**config.mk**
```make
export PLATFORM = sky130hd
export DESIGN_NAME = mem_wb_stage
export DESIGN_NICKNAME = d
export VERILOG_FILES = /design/src/rtl/mem_wb_stage.sv
export SDC_FILE = /design/constraint.sdc
export NUM_CORES = 1
export LEC_CHECK = 0
export ABC_AREA = 1
export CAP_MARGIN = 30
export CORE_MARGIN = 4
export CORE_UTILIZATION = 50
export CTS_CLUSTER_SIZE = 10
export DETAILED_ROUTE_END_ITERATION = 7
export PLACE_DENSITY = 0.85
export SETUP_SLACK_MARGIN = 0.15
export SLEW_MARGIN = 20
export SYNTH_ARGS = -nofsm -noshare
export SYNTH_HDL_FRONTEND = slang
export SYNTH_SLANG_ARGS = --single-unit
```
**constraint.sdc**
```tcl
create_clock -name clk -period 2.1 [get_ports clk]
set_input_delay 0.42 -clock clk [delete_from_list [all_inputs] [get_ports clk]]
set_output_delay 0.42 -clock clk [all_outputs]
set_load 0.005 [all_outputs]
```
**src/rtl/mem_wb_stage.sv**
```systemverilog
// -----------------------------------------------------------------------------
// mem_wb_stage
//
// MEM/WB pipeline register and writeback formatting for the 5-stage MIPS core.
// Captures memory-stage results, selects the writeback source (ALU result,
// big-endian formatted load data or link address), and drives the register
// file write port directly. Also keeps a retired-instruction counter.
//
// Optional feature macro: WB_MISALIGN_CHK_EN
//   Defined   : misaligned LW/LH/LHU loads raise misalign_o and suppress the
//               register-file write (the instruction still counts as retired).
//   Undefined : misalign_o is tied low and no write suppression happens.
//
// Parameters:
//   WIDTH       datapath width
//   ADDR_WIDTH  register address width
//   CNT_WIDTH   retire counter width
//
// Ports:
//   clk, rst_n        clock (rising edge), asynchronous active-low reset
//   stall_i           hold the WB register contents
//   flush_i           load a bubble into the WB register (wins over stall_i)
//   mem_valid_i       MEM slot holds a real instruction
//   mem_reg_write_i   instruction writes a GPR
//   mem_dst_i         destination register
//   mem_wb_sel_i      writeback source: 00 ALU, 01 load, 10 link, 11 ALU
//   mem_ld_type_i     load format: 000 LW, 001 LH, 010 LHU, 011 LB, 100 LBU
//   mem_alu_result_i  ALU result, also the load address
//   mem_rdata_i       data-memory read word
//   mem_pc_plus8_i    link address for JAL/JALR
//   W_data, W_addr    register-file write data / address
//   RegWrite          register-file write enable
//   wb_valid_o        WB slot holds a real instruction
//   retire_cnt_o      number of retired instructions (wraps silently)
//   misalign_o        misaligned-load flag
// -----------------------------------------------------------------------------
module mem_wb_stage #(
    parameter int WIDTH      = 32,
    parameter int ADDR_WIDTH = 5,
    parameter int CNT_WIDTH  = 32
) (
    input  logic                  clk,
    input  logic                  rst_n,
    input  logic                  stall_i,
    input  logic                  flush_i,
    input  logic                  mem_valid_i,
    input  logic                  mem_reg_write_i,
    input  logic [ADDR_WIDTH-1:0] mem_dst_i,
    input  logic [1:0]            mem_wb_sel_i,
    input  logic [2:0]            mem_ld_type_i,
    input  logic [WIDTH-1:0]      mem_alu_result_i,
    input  logic [WIDTH-1:0]      mem_rdata_i,
    input  logic [WIDTH-1:0]      mem_pc_plus8_i,
    output logic [WIDTH-1:0]      W_data,
    output logic [ADDR_WIDTH-1:0] W_addr,
    output logic                  RegWrite,
    output logic                  wb_valid_o,
    output logic [CNT_WIDTH-1:0]  retire_cnt_o,
    output logic                  misalign_o
);

    typedef enum logic [1:0] {
        WB_ALU   = 2'b00,
        WB_LOAD  = 2'b01,
        WB_LINK  = 2'b10,
        WB_ALU_X = 2'b11
    } wb_sel_e;

    typedef enum logic [2:0] {
        LD_W  = 3'b000,
        LD_H  = 3'b001,
        LD_HU = 3'b010,
        LD_B  = 3'b011,
        LD_BU = 3'b100
    } ld_type_e;

    // WB pipeline register fields
    logic                  valid_q;
    logic                  reg_write_q;
    logic [ADDR_WIDTH-1:0] dst_q;
    logic [1:0]            sel_q;
    logic [2:0]            ld_type_q;
    logic [WIDTH-1:0]      alu_q;
    logic [WIDTH-1:0]      rdata_q;
    logic [WIDTH-1:0]      pc8_q;
    logic [CNT_WIDTH-1:0]  retire_cnt_q;

    always_ff @(posedge clk or negedge rst_n) begin
        if (!rst_n) begin
            valid_q     <= 1'b0;
            reg_write_q <= 1'b0;
            dst_q       <= '0;
            sel_q       <= '0;
            ld_type_q   <= '0;
            alu_q       <= '0;
            rdata_q     <= '0;
            pc8_q       <= '0;
        end else if (flush_i) begin
            valid_q     <= 1'b0;
            reg_write_q <= 1'b0;
            dst_q       <= '0;
            sel_q       <= '0;
            ld_type_q   <= '0;
            alu_q       <= '0;
            rdata_q     <= '0;
            pc8_q       <= '0;
        end else if (!stall_i) begin
            valid_q     <= mem_valid_i;
            reg_write_q <= mem_reg_write_i;
            dst_q       <= mem_dst_i;
            sel_q       <= mem_wb_sel_i;
            ld_type_q   <= mem_ld_type_i;
            alu_q       <= mem_alu_result_i;
            rdata_q     <= mem_rdata_i;
            pc8_q       <= mem_pc_plus8_i;
        end
    end

    // An instruction retires on the edge where it leaves the WB slot; a held
    // or flushed slot does not count.
    always_ff @(posedge clk or negedge rst_n) begin
        if (!rst_n) begin
            retire_cnt_q <= '0;
        end else if (valid_q && !stall_i && !flush_i) begin
            retire_cnt_q <= retire_cnt_q + CNT_WIDTH'(1);
        end
    end

    // Big-endian lane selection: lower address picks the more significant lane.
    logic [1:0]       addr_lo;
    logic [15:0]      half_sel;
    logic [7:0]       byte_sel;
    logic [WIDTH-1:0] load_data;
    logic             misalign;

    always_comb begin
        addr_lo  = alu_q[1:0];
        half_sel = addr_lo[1] ? rdata_q[15:0] : rdata_q[31:16];
        case (addr_lo)
            2'd0:    byte_sel = rdata_q[31:24];
            2'd1:    byte_sel = rdata_q[23:16];
            2'd2:    byte_sel = rdata_q[15:8];
            default: byte_sel = rdata_q[7:0];
        endcase
    end

    always_comb begin
        load_data = rdata_q;
        case (ld_type_q)
            LD_H:    load_data = {{(WIDTH-16){half_sel[15]}}, half_sel};
            LD_HU:   load_data = {{(WIDTH-16){1'b0}}, half_sel};
            LD_B:    load_data = {{(WIDTH-8){byte_sel[7]}}, byte_sel};
            LD_BU:   load_data = {{(WIDTH-8){1'b0}}, byte_sel};
            default: load_data = rdata_q;
        endcase
    end

    always_comb begin
        case (sel_q)
            WB_LOAD: W_data = load_data;
            WB_LINK: W_data = pc8_q;
            default: W_data = alu_q;
        endcase
    end

`ifdef WB_MISALIGN_CHK_EN
    // Halfwords need a[0]=0; LW and unused codes need a word-aligned address.
    always_comb begin
        misalign = 1'b0;
        if (valid_q && (sel_q == WB_LOAD)) begin
            case (ld_type_q)
                LD_H, LD_HU:  misalign = addr_lo[0];
                LD_B, LD_BU:  misalign = 1'b0;
                default:      misalign = (addr_lo != 2'd0);
            endcase
        end
    end
`else
    assign misalign = 1'b0;
`endif

    assign W_addr       = dst_q;
    assign RegWrite     = valid_q & reg_write_q & (dst_q != '0) & ~misalign;
    assign wb_valid_o   = valid_q;
    assign retire_cnt_o = retire_cnt_q;
    assign misalign_o   = misalign;

endmodule

```
==> impl_summary.txt, run 1 <==
----------------------------------------------------
[Clock network]
  Clock insertion delay at the later pin of the skew report ... 0.43 ns
  Number of buffers added by the clock tree synthesis step ... 17
  CTS H-tree lvls ... 4
  Sinks on the clock net ... 140
  Number of buffers between clock root and the deepest sink ... 2
  Clk pin slew, worst setup/hold paths ... 0.06 ns
  TritonCTS clock tree ... yes
  Root Buffer Master ... sky130_fd_sc_hd__clkbuf_16

[Timing]
  Time the worst path needs with I/O delays and setup ... about 2.5 ns
  Max Transition Viols Final ... 0
  Transition time at the pin with the least slew margin ... 0.505 ns
  Worst Clk Skew ... around 0.0047 ns
  Number of endpoints failing setup at the final stage ... 32
  Normalized max-slew margin ... around two thirds
  Fin. Hold Viols ... 0
  Tcrit/Tclk final ... 121%
  RSZ-0062 raised after global routing ... yes
  Final setup margin ... -0.440 ns
  Highest achievable clock rate ... 0.394 GHz

[Synth]
  Number of warning messages in the yosys log ... 0
  Dominant combinational cell family by area after synthesis ... simple AND/OR/NAND/NOR gates
  Leading register cell type out of synthesis ... sky130_fd_sc_hd__dfrtp_1
  Portion of netlist area occupied by mux cells ... 0%
  Average cell area after synthesis ... 7.09 µm²
  Share of the synthesized netlist area taken by xor and xnor gates ... 2.06%
  Area of the mapped netlist ... 7650 µm²
  Part of the Yosys area used for sequential elements ... 45.8%
  Gate count of the mapped netlist ... roughly 1100
  Flip-flop and latch count after synthesis ... 140
  Area share of fa/ha/maj cells after synthesis ... less than 1%
  Number of flops mapped to enable cells by yosys ... 0
  Unique cell type count in the Yosys netlist ... 30
  Area share of the largest cell type after synthesis ... between 40 and 50%
  Share of synthesized registers carrying an async set or reset ... 100%
  Mapped Nets ... 1195
  Complex-gate fraction of the synthesized area ... between 10% and 20%
  Post-synthesis cell type with the largest combined area ... sky130_fd_sc_hd__dfrtp_1
  Post-Synth Simple-Gate Area ... 34.4%
  Leading cell types by total area after synthesis ... sky130_fd_sc_hd__dfrtp_1, sky130_fd_sc_hd__nand2_1, sky130_fd_sc_hd__a21oi_1

[GRT]
  Largest net degree at the start of global routing ... 109
  Wire length of the first global-routing pass ... 42600 µm
  GRT overflow ... 0
  Number of global-route vias before repair ... 8325
  Number of antenna violations at the first check in global routing ... 0
  All-layer global routing usage ... 30.3%

[Floorplan]
  Placeable core region ... 14800 µm²
  Effective utilization at floorplan ... roughly half
  Core Rows ... 44
  Y dimension of the die ... 132 µm
  Die X ... ~130 µm
  Die Outline Area ... roughly 17000 µm²
  Boundary pin count ... 184

[Worst setup path]
  Data arrival time of the worst path ... 2.12 ns
  Critical Path RT ... 1.68 ns
  Largest driver fanout on the critical path ... 6
  Capturing element type of the critical path ... primary output
  Type of the setup path with the least slack ... reg2out
  Crit path launch type ... flip-flop

[Power and ir drop]
  Switching share of total power ... 29.0%
  Relative contribution of sequential cells to total power ... ~39%
  Combinational Power Share ... 23.6%
  Switching component of the power ... around 2.3 mW
  PD cells ... between 600 and 700 nW/µm²
  Clock network fraction of total power ... 37.6%
  Leakage power summed over all cells ... 5.29 nW
  Cell internal pwr ... 5.56 mW
  Max VDD drop ... between 0.6 and 0.7 mV
  Total power ... 7.84 mW

[Drt]
  WL/cell ... 17.6 µm
  Vias post-DR ... 8384
  Remaining DRCs ... 0
  Routed Wire Length ... around 27000 µm
  TritonRoute pass-1 iters ... 6
  DR vias/cell ... 5.55
  DR iter-0 viols ... 748
  Residual antenna-violating net count after detailed routing ... 0

[Placed design]
  Detailed-placement wirelength estimate ... 18100 µm
  Number of input and output port buffers inserted ... 182
  Pre-CTS WS ... -0.336 ns
  Placer congestion estimate ... 0.957

[Cells and area]
  Number of antenna repair diodes ... 0
  Layout-stage area growth over the synthesis result ... 46.8%
  Share of cells above drive strength 1 ... 20.6%
  Top library cells by usage in the layout, fill and taps aside ... sky130_fd_sc_hd__nand2_1, sky130_fd_sc_hd__clkdlybuf4s50_1, sky130_fd_sc_hd__dfrtp_1
  Nets ... 1432
  Most common cell after layout, fill and taps aside ... sky130_fd_sc_hd__nand2_1

[Run status]
  Outcome ... finished with violations
  Violations in the final reports ... setup timing

[Min path]
  Class of the worst hold path ... in2reg

[Run]
  Count of max-cap constraint violations ... 0

----------------------------------------------------
cells by family (layout without fill, tap and decap cells):
kind of cell               Yosys count  in the layout
adders and majority gates            3              3
xor gates and xnor gates            18             18
DFF                                140            140
AOI/OAI and AO/OA                  160            160
and+or+nand+nor                    633            634
buffers and inverters              125            371
other                                1              1
synth_stat cells (4+ instances only):
cell type	count
sky130_fd_sc_hd__nor2_1	94
sky130_fd_sc_hd__nand4_1	6
sky130_fd_sc_hd__nand3_1	97
sky130_fd_sc_hd__a21oi_1	104
sky130_fd_sc_hd__nor2_2	6
sky130_fd_sc_hd__xor2_1	12
sky130_fd_sc_hd__inv_1	67
sky130_fd_sc_hd__buf_6	4
sky130_fd_sc_hd__dfrtp_1	140
sky130_fd_sc_hd__o21ai_0	55
sky130_fd_sc_hd__xnor2_1	6
sky130_fd_sc_hd__nand2_1	412
sky130_fd_sc_hd__clkbuf_1	27
sky130_fd_sc_hd__buf_1	19
sky130_fd_sc_hd__buf_2	4
worst paths after layout:
check,startpoint,to,slack [ns],cells past startpoint
max in group asynchronous,rst_n,retire_cnt_o[1],0.89,3
setup reg to reg,retire_cnt_o[0],retire_cnt_o[18],0.30,7
min in group asynchronous,rst_n,rdata_q[0],0.51,2
hold / removal,stall_i,reg_write_q,0.39,3
setup / recovery,ld_type_q[0],W_data[22],-0.44,11
hold reg to reg,alu_q[14],alu_q[14],0.51,2
metal layers:
layer,global-route usage [%],vias up,wire [µm]
met2,50.1,406,13100
met5,0,-,0
met4,12.7,0,916
li1,-,3918,-
met3,8.89,81,2060
met1,37.3,3979,10400
per-stage QoR:
| stage | hold slack, ns | cells | setup TNS (ns) | area [µm²] | utilization [%] |
|---|---|---|---|---|---|
| floorplan | 0.124 | 1080 | 0 | 7650 | - |
| global placement | 0.405 | 1465 | -7.09 | 10200 | 68.8 |
| detailed placement | 0.403 | 1465 | -8.62 | 10200 | 68.8 |
| CTS | 0.377 | 1508 | -10.46 | 11100 | 75.1 |
| global route | 0.389 | 1511 | -13.36 | 11200 | 76.1 |
| finish | 0.386 | 1511 | -10.42 | 11200 | 76.1 |
repair_timing:
action | in CTS | in global routing
buffers inserted | 10 | 3
cloned | 3 | 0
hold buffers | 1 | 0
resized for setup | 222 | 48
endpoints found under the hold margin | 43 | 0
endpoints found under the setup margin | 33 | 33
pin swaps | 31 | 30
state kept, by name, summed over array words and instances (netlist names):
signal	cells
rdata_q	32
ld_type_q	3
reg_write_q	1
sel_q	2
alu_q	32
wb_valid_o	1
pc8_q	32
retire_cnt_o	32
W_addr	5
layout make-up:
cell class              count  area, µm²
multi-input cells         816       4080
fillers                  1062       3520
flip-flops and latches    140       3510
repair buffers            273       2590
clock buffers              22        474
inverters                  69        262
well taps                 184        230
clock inverters             7       91.3
worst max-delay path, cell delays in order (launching register included):
cell and delay (ns):
sky130_fd_sc_hd__dfrtp_2 0.44, sky130_fd_sc_hd__nor2_2 0.12, sky130_fd_sc_hd__nand2_1 0.07, sky130_fd_sc_hd__nand2_2 0.10
sky130_fd_sc_hd__nor2_4 0.06, sky130_fd_sc_hd__buf_6 0.13, sky130_fd_sc_hd__buf_16 0.14, sky130_fd_sc_hd__buf_12 0.14
sky130_fd_sc_hd__a21oi_4 0.15, sky130_fd_sc_hd__nand2_2 0.08, sky130_fd_sc_hd__a21oi_2 0.14, sky130_fd_sc_hd__buf_2 0.13
power groups by stage:
| stage | registers (mW) | clock network [mW] | logic [mW] |
|---|---|---|---|
| 2_1_floorplan | 3.04 | 0 | 0.696 |
| 6_report | 3.04 | 2.95 | 1.85 |
| 3_5_place_dp | 3.08 | 0 | 1.63 |
| 4_1_cts | 3.04 | 2.95 | 1.77 |
| 5_1_grt | 3.07 | 3.07 | 2.01 |
| 3_3_place_gp | 3.06 | 0 | 1.60 |
Power figures use the tool's default switching activity.
==> run 2, diff against run 1 <==
Settings changed: SLEW_MARGIN 20 to 0.
==> results of run 2 <==
The final DEF is identical to that of run 1; final timing and power are the same.
